## src/rtl/instr_sequencer.sv

```systemverilog
// Instruction fetch/issue sequencer.
// Walks a synchronous instruction ROM one instruction at a time:
// FETCH presents the PC, LOAD captures the ROM word into the IR, and
// ISSUE shows it to the control decoder for one cycle.
// The decoder's Stop parks the unit in HALT.
// The decoder's Clear runs a zero-write sweep over all of data memory
// before fetching continues.
module instr_sequencer #(
    parameter int PC_WIDTH        = 8,
    parameter int INSTR_WIDTH     = 16,
    parameter int DMEM_ADDR_WIDTH = 4
) (
    input  logic                       clock,
    input  logic                       reset_n,
    input  logic                       Start,
    output logic [PC_WIDTH-1:0]        InstrAddr,
    input  logic [INSTR_WIDTH-1:0]     InstrData,
    output logic [2:0]                 OpCode,
    output logic [INSTR_WIDTH-4:0]     Fields,
    output logic                       IssueValid,
    input  logic                       Stop,
    input  logic                       Clear,
    output logic                       ClrWe,
    output logic [DMEM_ADDR_WIDTH-1:0] ClrAddr,
    output logic                       Busy,
    output logic                       Halted
);

    // Sequencer states. Encodings 6 and 7 are unused and recover to IDLE.
    localparam logic [2:0] S_IDLE  = 3'd0;
    localparam logic [2:0] S_FETCH = 3'd1;
    localparam logic [2:0] S_LOAD  = 3'd2;
    localparam logic [2:0] S_ISSUE = 3'd3;
    localparam logic [2:0] S_CLEAR = 3'd4;
    localparam logic [2:0] S_HALT  = 3'd5;

    // Last address of the clear sweep (all ones).
    localparam logic [DMEM_ADDR_WIDTH-1:0] CNT_LAST = '1;

    logic [2:0]                 state;
    logic [2:0]                 state_nxt;
    logic [PC_WIDTH-1:0]        pc;
    logic [PC_WIDTH-1:0]        pc_nxt;
    logic [INSTR_WIDTH-1:0]     ir;
    logic [INSTR_WIDTH-1:0]     ir_nxt;
    logic [DMEM_ADDR_WIDTH-1:0] clr_cnt;
    logic [DMEM_ADDR_WIDTH-1:0] clr_cnt_nxt;

    // Next-state, PC, IR and sweep-counter logic.
    // Start is only looked at in IDLE and HALT.
    // In ISSUE, Stop takes priority over Clear.
    always_comb begin
        state_nxt   = state;
        pc_nxt      = pc;
        ir_nxt      = ir;
        clr_cnt_nxt = clr_cnt;
        case (state)
            S_IDLE, S_HALT: begin
                if (Start) begin
                    pc_nxt    = '0;
                    state_nxt = S_FETCH;
                end
            end
            S_FETCH: begin
                state_nxt = S_LOAD;
            end
            S_LOAD: begin
                ir_nxt    = InstrData;
                state_nxt = S_ISSUE;
            end
            S_ISSUE: begin
                if (Stop) begin
                    state_nxt = S_HALT;
                end else if (Clear) begin
                    clr_cnt_nxt = '0;
                    state_nxt   = S_CLEAR;
                end else begin
                    pc_nxt    = pc + 1'b1;
                    state_nxt = S_FETCH;
                end
            end
            S_CLEAR: begin
                if (clr_cnt == CNT_LAST) begin
                    clr_cnt_nxt = '0;
                    pc_nxt      = pc + 1'b1;
                    state_nxt   = S_FETCH;
                end else begin
                    clr_cnt_nxt = clr_cnt + 1'b1;
                end
            end
            default: begin
                state_nxt = S_IDLE;
            end
        endcase
    end

    // State registers.
    // Reset is synchronous and aborts anything in flight, including a
    // half-finished sweep.
    always_ff @(posedge clock) begin
        if (!reset_n) begin
            state   <= S_IDLE;
            pc      <= '0;
            ir      <= '0;
            clr_cnt <= '0;
        end else begin
            state   <= state_nxt;
            pc      <= pc_nxt;
            ir      <= ir_nxt;
            clr_cnt <= clr_cnt_nxt;
        end
    end

    // Outputs are taken straight from registers or decoded from the state.
    // The sweep counter rests at zero outside CLEAR, so ClrAddr is zero there.
    assign InstrAddr  = pc;
    assign OpCode     = ir[INSTR_WIDTH-1 -: 3];
    assign Fields     = ir[INSTR_WIDTH-4:0];
    assign IssueValid = (state == S_ISSUE);
    assign ClrWe      = (state == S_CLEAR);
    assign ClrAddr    = clr_cnt;
    assign Busy       = (state == S_FETCH) || (state == S_LOAD) ||
                        (state == S_ISSUE) || (state == S_CLEAR);
    assign Halted     = (state == S_HALT);

endmodule

```

## config.mk

```make
export PLATFORM = sky130hd
export DESIGN_NAME = instr_sequencer
export DESIGN_NICKNAME = d
export VERILOG_FILES = /design/src/rtl/instr_sequencer.sv
export SDC_FILE = /design/constraint.sdc
export NUM_CORES = 1
export LEC_CHECK = 0
export ABC_AREA = 1
export BUFFER_PORTS_ARGS = -buffer_cell sky130_fd_sc_hd__buf_4
export CORE_ASPECT_RATIO = 1.2
export CORE_MARGIN = 2
export CORE_UTILIZATION = 45
export DETAILED_ROUTE_END_ITERATION = 6
export GPL_ROUTABILITY_DRIVEN = 1
export GPL_TIMING_DRIVEN = 1
export PLACE_DENSITY = 0.73
export SLEW_MARGIN = 15
export SYNTH_ARGS = -nofsm -noshare
export SYNTH_HDL_FRONTEND = slang
export SYNTH_SLANG_ARGS = --single-unit
```

## constraint.sdc

```tcl
create_clock -name clock -period 2.1 [get_ports clock]
set_clock_uncertainty 0.2 [all_clocks]
set_input_delay 0 -clock clock [delete_from_list [all_inputs] [get_ports clock]]
set_output_delay 0 -clock clock [all_outputs]
set_load 0.02 [all_outputs]
```

==> results of run 1 <==
==> per-layer routing <==
metal | up-vias | GRT usage, %
li1 | 842 | -
met1 | 678 | 24.0
met2 | 51 | 35.5
met3 | 6 | 7.96
met4 | 0 | 8.93
met5 | - | 0
==> cells in the final DEF (no fill, tap or decap), types with 2 or more instances in the layout <==
cell type      instances
buf_4                 52
nand2_1               49
nand3_1                7
or2_2                  2
dlygate4sd3_1         24
ha_1                   2
nand4_1                2
nand2_4                3
nor3_1                 2
clkbuf_4               5
inv_2                  4
dfxtp_1               31
nor2_1                13
o21ai_0               19
nand2_2                4
inv_1                 34
o21bai_1               2
nor2_2                 2
a21oi_1               29
==> layout make-up <==
class                           instances  area, µm²  share of cell area, %
Timing Repair Buffer                   77        651                   29.2
Multi-Input combinational cell        142        703                   31.6
Tap cell                               36       45.0                   2.02
Inverter                               39        149                   6.69
Clock inverter                          1       5.00                  0.225
Sequential cell                        31        621                   27.9
Clock buffer                            6       51.3                   2.31
==> where the power goes <==
| group | switching [µW] | internal [µW] | leakage, µW |
|---|---|---|---|
| Sequential | 91.1 | 716 | 0.000252 |
| Combinational | 634 | 425 | 0.000710 |
| Clock | 205 | 155 | 0.0000341 |
==> flip-flops by register name (all words and copies together) (netlist names) <==
signal,count
ir,16
InstrAddr,8
ClrAddr,4
state,3
==> through the flow <==
stage                     area, µm²  hold slack [ns]  util [%]  setup slack (ns)
after CTS                      2220            0.251      71.4             0.150
after floorplan                1490          -0.0619         -             0.409
after global placement         1920           0.0723      61.8             0.459
after detailed placement       1920           0.0759      61.8             0.407
after global routing           2220            0.278      71.5             0.107
final                          2220            0.248      71.5             0.231
==> cell families (layout without fill, tap and decap cells) <==
logic type	Yosys count	after routing	synth area share (%)
simple gates	87	87	26.6
compound gates	53	53	18.5
buf+inv	45	123	11.6
flops	31	31	41.6
fa+ha+maj	2	2	1.68
==> what timing repair did <==
action	in CTS	in global routing
hold buffers	24	0
endpoints found under the setup margin	0	3
endpoints found under the hold margin	26	0
gates resized for setup	0	1
setup buffers	0	0
==> path summary, 6_finish.rpt <==
check | start | endpoint | slack, ns
worst min-delay path | ir[10] | ir[10] | 0.25
worst max-delay path | state[1] | ir[8] | 0.23
worst min register to register | ir[10] | ir[10] | 0.25
worst max register to register | state[1] | ir[8] | 0.23
==> synthesized netlist by cell type <==
cell type	number
nand2_1	49
ha_1	2
o21ai_1	1
o21ai_2	1
nand2_4	3
a211oi_1	1
nor2_1	13
o21bai_1	2
clkbuf_1	5
inv_2	4
inv_4	1
nand3_1	8
nor2_2	2
a21oi_1	29
dfxtp_1	31
o21ai_0	19
and3_1	1
inv_1	34
nand2_2	4
or2_2	2
buf_2	1
nor2_4	1
nor3_1	2
nand4_1	2
==> worst max-delay path, cell delays in order (launching register included) <==
cell           delay (ns)
dfxtp_1              0.44
nand3_2              0.25
o21ai_0              0.25
dlygate4sd3_1        0.58
a21oi_1              0.04
==> results_dict.tcl, run 1 <==
set metrics [dict create \
    status "complete, no violations" \
    p_leak_uw 0.000996 \
    dr.max_layer_used "met4" \
    grt_pass1_wl_mm 6.21 \
    vias 1577 \
    wl_met3_um 289 \
    wl_per_cell_um 11.1 \
    clk_pin_slew_ns 0.09 \
    fp.dieH_um 67.1 \
    fin_nets 319 \
    grt_pass1_vias 1472 \
    layout-area-overhead-vs-synth_pct 49.2 \
    critPathKind "reg -> reg" \
    routed_wl_mm 3.67 \
    gp_congestion 0.806 \
    drt-met1-wl_mm 1.64 \
    yosys_warnings 0 \
    htreeDepth 2 \
    yosys.area.top_type_share_pct 41.6 \
    grt_antenna_before_repair 0 \
    core-area_um2 3110 \
    ys_types 24 \
    synth_top_cell_by_area "dfxtp_1" \
    route.detailed.drc 0 \
    fin_crit_sh_pct 89.0 \
    syn_nets 241 \
    num_antenna_cells 0 \
    stdcell_count 332 \
    maxCapViolCount 0 \
    setup_tns_ns 0 \
    grt-ovfl-total 0 \
    finalCriticalPeriod_ns 1.87 \
    crit_fanout 11 \
    die_area_um2 3790 \
    holdPathStages 2 \
    ys_seq_area_share_pct 41.6 \
    synth_area_um2 1490 \
    irDropWorstVdd_uv 738 \
    fill_cells 247 \
    drt-initial-drc-count 28 \
    power_uw 2230 \
    clock_latency_ns 0.33 \
    finalHoldViolCount 0 \
    fmaxAchievable_ghz 0.535 \
    pin_count 53 \
    yosys_register_bits 31 \
    cts_inserted_buffers 5 \
    dieWidth_um 56.6 \
    dp_hpwl_mm 2.33 \
    routed-wl-met2_mm 1.69 \
    drive_above_1_share_pct 26.7 \
    max_slew_margin_pct 69.7 \
    drt_first_pass_iters 4 \
    portBuffers 52 \
    slew_violations 0 \
    power.density_nw_per_um2 1000 \
    dp.cells 301 \
    grt_max_degree 25 \
    synthTopCellsByArea "dfxtp_1 (42%), nand2_1 (12%), a21oi_1 (9.7%), inv_1 (8.6%), o21ai_0 (6.4%)" \
    syn_area_per_cell_um2 6.84 \
    vias_per_cell 4.75 \
    cts_tree "done" \
    clock_sink_count 31 \
    setup_viol_count_final 0 \
    grt_util_all_layers_pct 21.2 \
    worstHoldPathType "reg -> reg" \
    critPathRequiredTime_ns 2.12 \
    clockBufferDepth 2 \
    rsz0062_at_grt "false" \
    cp.arrival_ns 1.89 \
    ant_nets 0 \
    cts.root.buffer_cell "clkbuf_4" \
    start_util_pct 47.9 \
    cp-start-kind "register" \
    worst_pin_slew_ns 0.450 \
    r2r_cells 4 \
    core.rowCount 22 \
    crit_path_end_kind "register" \
    synth_cells 218 \
]
(Power assumes the default switching activity.)
==> inputs of run 2 (changes only) <==
--- a/config.mk
+++ b/config.mk
@@ -14,6 +14,7 @@
 export GPL_ROUTABILITY_DRIVEN = 1
 export GPL_TIMING_DRIVEN = 1
 export PLACE_DENSITY = 0.73
+export REMOVE_ABC_BUFFERS = 1
 export SLEW_MARGIN = 15
 export SYNTH_ARGS = -nofsm -noshare
 export SYNTH_HDL_FRONTEND = slang
==> results_dict.tcl, run 2 (synthesized netlist as in run 1, its figures left out) <==
set metrics [dict create \
    clock_sink_count 31 \
    mostFrequentLayoutCells "buf_4 (52), nand2_1 (49), dlygate4sd3_1 (35)" \
    grt_max_degree 34 \
    holdWs_ns 0.251 \
    vias 1702 \
    worstHoldPathType "reg -> reg" \
    cts.root.buffer_cell "clkbuf_4" \
    regArea_um2 623 \
    dp.cells 301 \
    drt_first_pass_iters 4 \
    cpPeakStageDelay_ns 0.60 \
    layout_commonest_cell "buf_4" \
    num_antenna_cells 0 \
    worst_pin_slew_ns 0.453 \
    fp.dieH_um 67.1 \
    maxCapViolCount 0 \
    finalCriticalPeriod_ns 2.01 \
    portBuffers 52 \
    fin_nets 330 \
    critPathRequiredTime_ns 2.16 \
    dieWidth_um 56.6 \
    drive_above_1_share_pct 26.1 \
    largest_reg_flops 16 \
    drt-initial-drc-count 54 \
    start_util_pct 47.9 \
    setup_tns_ns 0 \
    multi_input_area_um2 698 \
    cts_inserted_buffers 5 \
    regMostFlops "ir" \
    layout-area-overhead-vs-synth_pct 56.0 \
    pin_count 53 \
    status "complete, no violations" \
    grt_antenna_before_repair 0 \
    grt_pass1_vias 1566 \
    route.detailed.drc 0 \
    fin_crit_sh_pct 95.7 \
    place_area_um2 1910 \
    core.rowCount 22 \
    clk_pin_slew_ns 0.11 \
    crit_path_end_kind "register" \
    power.density_nw_per_um2 988 \
    fmaxAchievable_ghz 0.497 \
    fill_cells 240 \
    cp.arrival_ns 2.07 \
    max_slew_margin_pct 69.4 \
    crit_buf_inv 3 \
    p_leak_uw 0.00104 \
    critical_path.top_delay_family "buffers and inverters" \
    dp_hpwl_mm 2.52 \
    crit_path_cell_trace "inv_2, nand3_1, buf_8, o21ai_0, dlygate4sd3_1, a21oi_1" \
    post-cts-setup-buffers 0 \
    htreeDepth 2 \
    routed_wl_mm 4.45 \
    irDropWorstVdd_uv 882 \
    clock_latency_ns 0.33 \
    cp-start-kind "register" \
    vias_per_cell 4.96 \
    utilization_pct 74.8 \
    core-area_um2 3110 \
    stdcell_count 343 \
    cts_tree "done" \
    critPathKind "reg -> reg" \
    grt-ovfl-total 0 \
    grt_util_all_layers_pct 24.9 \
    finalHoldViolCount 0 \
    die_area_um2 3790 \
    slew_violations 0 \
    gp_congestion 0.733 \
    crit_path_top_delay_cell "dlygate4sd3_1" \
    clockBufferDepth 2 \
    final_area_um2 2330 \
    ant_nets 0 \
    crit_fanout 33 \
    wl_per_cell_um 13.0 \
    setup_viol_count_final 0 \
    grt_pass1_wl_mm 7.25 \
]
run 2: changes by cell type in the layout (fill, tap and decap cells not counted):
cell	previous run	this run
buf_12	1	0
buf_8	0	1
dfxtp_1	31	29
dfxtp_2	0	2
dlygate4sd3_1	24	35
nand3_1	7	8
nand3_2	1	0
run 2: metrics by stage:
step / setup WS [ns] / power, µW
after floorplan: 0.338 / 1440
after global routing: -0.00477 / 2440
after detailed placement: 0.371 / 1790
after global placement: 0.463 / 1780
final: 0.0893 / 2300
after CTS: 0.134 / 2230
run 2: per-layer routing:
| layer | share of wire (%) | GRT usage [%] | up-vias |
|---|---|---|---|
| met5 | 0 | 0 | - |
| met4 | 1.7 | 9.23 | 0 |
| met3 | 5.9 | 6.02 | 8 |
| met2 | 49 | 43.3 | 57 |
| met1 | 43 | 29.4 | 773 |
| li1 | - | - | 864 |
run 2: where the power goes:
group          switching, µW  leakage, µW  internal (µW)
Sequential              94.4     0.000253            719
Combinational            666     0.000751            451
Clock                    213    0.0000341            155
Total                    973      0.00104           1330
run 2: final timing paths:
check / from / end / slack [ns] / cells past startpoint
setup reg to reg: state[2] / ir[2] / 0.09 / 6
hold / removal: ir[13] / ir[13] / 0.25 / 2
setup / recovery: state[2] / ir[2] / 0.09 / 6
hold reg to reg: ir[13] / ir[13] / 0.25 / 2
run 2: area by class of cell:
cell class	count	area share, %
Inverter	39	6.40
Clock inverter	1	0.215
Timing Repair Buffer	88	32.5
Sequential cell	31	26.8
Tap cell	36	1.94
Multi-Input combinational cell	142	30.0
Clock buffer	6	2.20
run 2: timing repair:
item | CTS | global route
hold buffers | 35 | 0
endpoints found under the hold margin | 26 | 0
gates resized for setup | 0 | 4
setup endpoints to repair | 0 | 11
run 2: worst min-delay path, delay by kind of cell (launching register included):
kind / cells / cell delay (ns)
buf+inv: 1 / 0.05
compound gates: 1 / 0.05
flops: 1 / 0.32
==> inputs of run 3 (changes only) <==
--- a/config.mk
+++ b/config.mk
@@ -5,7 +5,6 @@
 export SDC_FILE = /design/constraint.sdc
 export NUM_CORES = 1
 export LEC_CHECK = 0
-export ABC_AREA = 1
 export BUFFER_PORTS_ARGS = -buffer_cell sky130_fd_sc_hd__buf_4
 export CORE_ASPECT_RATIO = 1.2
 export CORE_MARGIN = 2
@@ -13,7 +12,7 @@
 export DETAILED_ROUTE_END_ITERATION = 6
 export GPL_ROUTABILITY_DRIVEN = 1
 export GPL_TIMING_DRIVEN = 1
-export PLACE_DENSITY = 0.73
+export PLACE_DENSITY = 0.74
 export REMOVE_ABC_BUFFERS = 1
 export SLEW_MARGIN = 15
 export SYNTH_ARGS = -nofsm -noshare
==> results_dict.tcl, run 3 <==
set metrics [dict create \
    layout_setup_ws_ns 0.123 \
    yosysMostFrequentCell "nand2_1" \
    gp_congestion 0.836 \
    vias_per_cell 5.43 \
    pin_count 53 \
    routed_wl_mm 3.95 \
    clock_latency_ns 0.33 \
    cts_tree "done" \
    crit_path_end "state[2]" \
    vias 1579 \
    grt_antenna_before_repair 0 \
    cpPeakStageDelay_ns 0.57 \
    final_area_um2 2140 \
    mostFrequentLayoutCells "buf_4 (56), nand2_1 (40), dfxtp_1 (31)" \
    clock_sink_count 31 \
    crit_path_end_kind "register" \
    setup_viol_count_final 0 \
    critPathKind "reg -> reg" \
    finalHoldViolCount 0 \
    setup_tns_ns 0 \
    syn_area_per_cell_um2 8.04 \
    yosys.area.top_type_share_pct 43.1 \
    grt_pass1_wl_mm 6.44 \
    critPathRequiredTime_ns 2.16 \
    cts.root.buffer_cell "clkbuf_4" \
    synth_commonest_cells "nand2_1 (40), dfxtp_1 (31), a21oi_1 (23)" \
    regMostFlops "ir" \
    grt-ovfl-total 0 \
    die_area_um2 3670 \
    synth_cells 179 \
    ys_types 41 \
    status "complete, no violations" \
    worstSetupStartpoint "state[2]" \
    clk_pin_slew_ns 0.09 \
    p_leak_uw 0.000895 \
    crit_path_top_delay_cell "dlygate4sd3_1" \
    slew_violations 0 \
    dp_hpwl_mm 2.68 \
    synth_edf_count 0 \
    htreeDepth 2 \
    dieWidth_um 55.6 \
    num_antenna_cells 0 \
    core-area_um2 3060 \
    synth_top_cell_by_area "dfxtp_1" \
    finalCriticalPeriod_ns 1.98 \
    crit_buf_inv 2 \
    drt_first_pass_iters 4 \
    rr_endpoint "state[2]" \
    r2r_cells 5 \
    grt_util_all_layers_pct 22.2 \
    synth-main-ff-cell "dfxtp_1" \
    cts_inserted_buffers 5 \
    crit_fanout 5 \
    place_area_um2 1860 \
    yosys_register_bits 31 \
    layout-area-overhead-vs-synth_pct 48.8 \
    fmaxAchievable_ghz 0.506 \
    layout_commonest_cell "buf_4" \
    start_util_pct 47.1 \
    synthArstFlopShare_pct 0 \
    synthTopCellsByArea "dfxtp_1 (43%), nand2_1 (10%), a21oi_1 (8.0%), a211oi_1 (2.6%), nand2b_1 (2.2%)" \
    drt-initial-drc-count 53 \
    crit_path_cell_trace "nand3b_1, inv_1, o21ai_0, dlygate4sd3_1, a21oi_1" \
    fin_nets 277 \
    ys_seq_area_share_pct 43.1 \
    grt_pass1_vias 1479 \
    fin_crit_sh_pct 94.1 \
    irDropWorstVdd_uv 582 \
    cts.repair.resized 0 \
    r2r-start "state[2]" \
    grt_max_degree 18 \
    post-cts-setup-buffers 0 \
    route.detailed.drc 0 \
    regToRegSetupSlack_ns 0.12 \
    power.density_nw_per_um2 691 \
    max_slew_margin_pct 59.8 \
    cp.arrival_ns 2.03 \
    worstHoldPathType "reg -> reg" \
    drive_above_1_share_pct 27.1 \
    core.rowCount 22 \
    wl_per_cell_um 13.6 \
    yosys_warnings 0 \
    critical_path.top_delay_family "buffers and inverters" \
    crit_cells 5 \
    ant_nets 0 \
    largest_reg_flops 16 \
    portBuffers 52 \
    pre_cts_ws_ns 0.213 \
    cp-start-kind "register" \
    fp.dieH_um 65.9 \
    worst_pin_slew_ns 0.601 \
    rsz0062_at_grt "false" \
    maxCapViolCount 0 \
    synth_area_um2 1440 \
    clockBufferDepth 2 \
]
==> run 3: cell count changes in the layout (fill, tap and decap cells not counted), sizes merged, moves of 3 or more <==
cell / change
inv: -36
nand2: -16
o21ai: -15
dlygate4sd3: -14
nor2: -8
a21oi: -6
nand2b: +5
a211oi: +4
a31oi: +4
and3: +3
buf: +3
nand3: -3
o21a: +3
or3: +3
==> run 3: what timing repair did <==
item	in CTS	in global routing
hold buffers	21	0
setup endpoints to repair	0	0
endpoints found under the hold margin	27	0
==> run 3: worst reg2reg max path, delay by kind of cell (launching register included) <==
| family | cells | cell delay, ns |
|---|---|---|
| simple gates | 1 | 0.28 |
| buf+inv | 2 | 0.83 |
| flops | 1 | 0.34 |
| compound gates | 2 | 0.25 |
==> run 3: where the power goes <==
part	total [µW]	internal, µW	switching, µW
registers	659	631	27.5
clock network	388	197	191
logic	433	191	242
total	1480	1020	461
==> run 3: final cells by class <==
type / count / area, µm²
Clock buffer: 8 / 68.8
Fill cell: 233 / 915
Inverter: 5 / 23.8
Multi-Input combinational cell: 134 / 752
Sequential cell: 31 / 621
Tap cell: 36 / 45.0
Timing Repair Buffer: 77 / 631
==> run 3: stage by stage <==
| stage | hold slack (ns) | power (µW) | instances | utilization (%) |
|---|---|---|---|---|
| CTS | 0.253 | 1490 | 291 | 70.1 |
| global route | 0.266 | 1560 | 291 | 70.1 |
| finish | 0.260 | 1480 | 291 | 70.1 |
| detailed placement | 0.0581 | 1070 | 262 | 60.9 |
| floorplan | -0.0640 | 904 | 170 | - |
| global placement | 0.0500 | 1060 | 262 | 60.9 |
==> run 3: per-layer routing <==
layer	GRT usage, %	part of all wire [%]	wire (µm)	up-vias
met1	25.4	41	1620	719
met4	10.4	1.6	64	0
li1	-	-	-	787
met2	39.4	50	1980	66
met5	0	0	0	-
met3	4.70	7.2	285	7
==> run 3: worst min-delay path by stage <==
stage | start | endpoint | slack, ns | cells after the start
floorplan | InstrData[0] | ir[0] | -0.06 | 2
global placement | InstrData[0] | ir[0] | 0.05 | 3
detailed placement | InstrData[15] | ir[15] | 0.06 | 3
CTS | InstrData[2] | ir[2] | 0.25 | 4
global route | InstrData[3] | ir[3] | 0.27 | 4
finish | ir[4] | ir[4] | 0.26 | 2
==> run 3: cells by family after synthesis <==
| logic type | synth area share [%] |
|---|---|
| buf+inv | 4.61 |
| compound gates | 22.0 |
| flops | 43.1 |
| xor+xnor | 1.22 |
| simple gates | 26.5 |
| mux | 0.783 |
| fa+ha+maj | 1.74 |
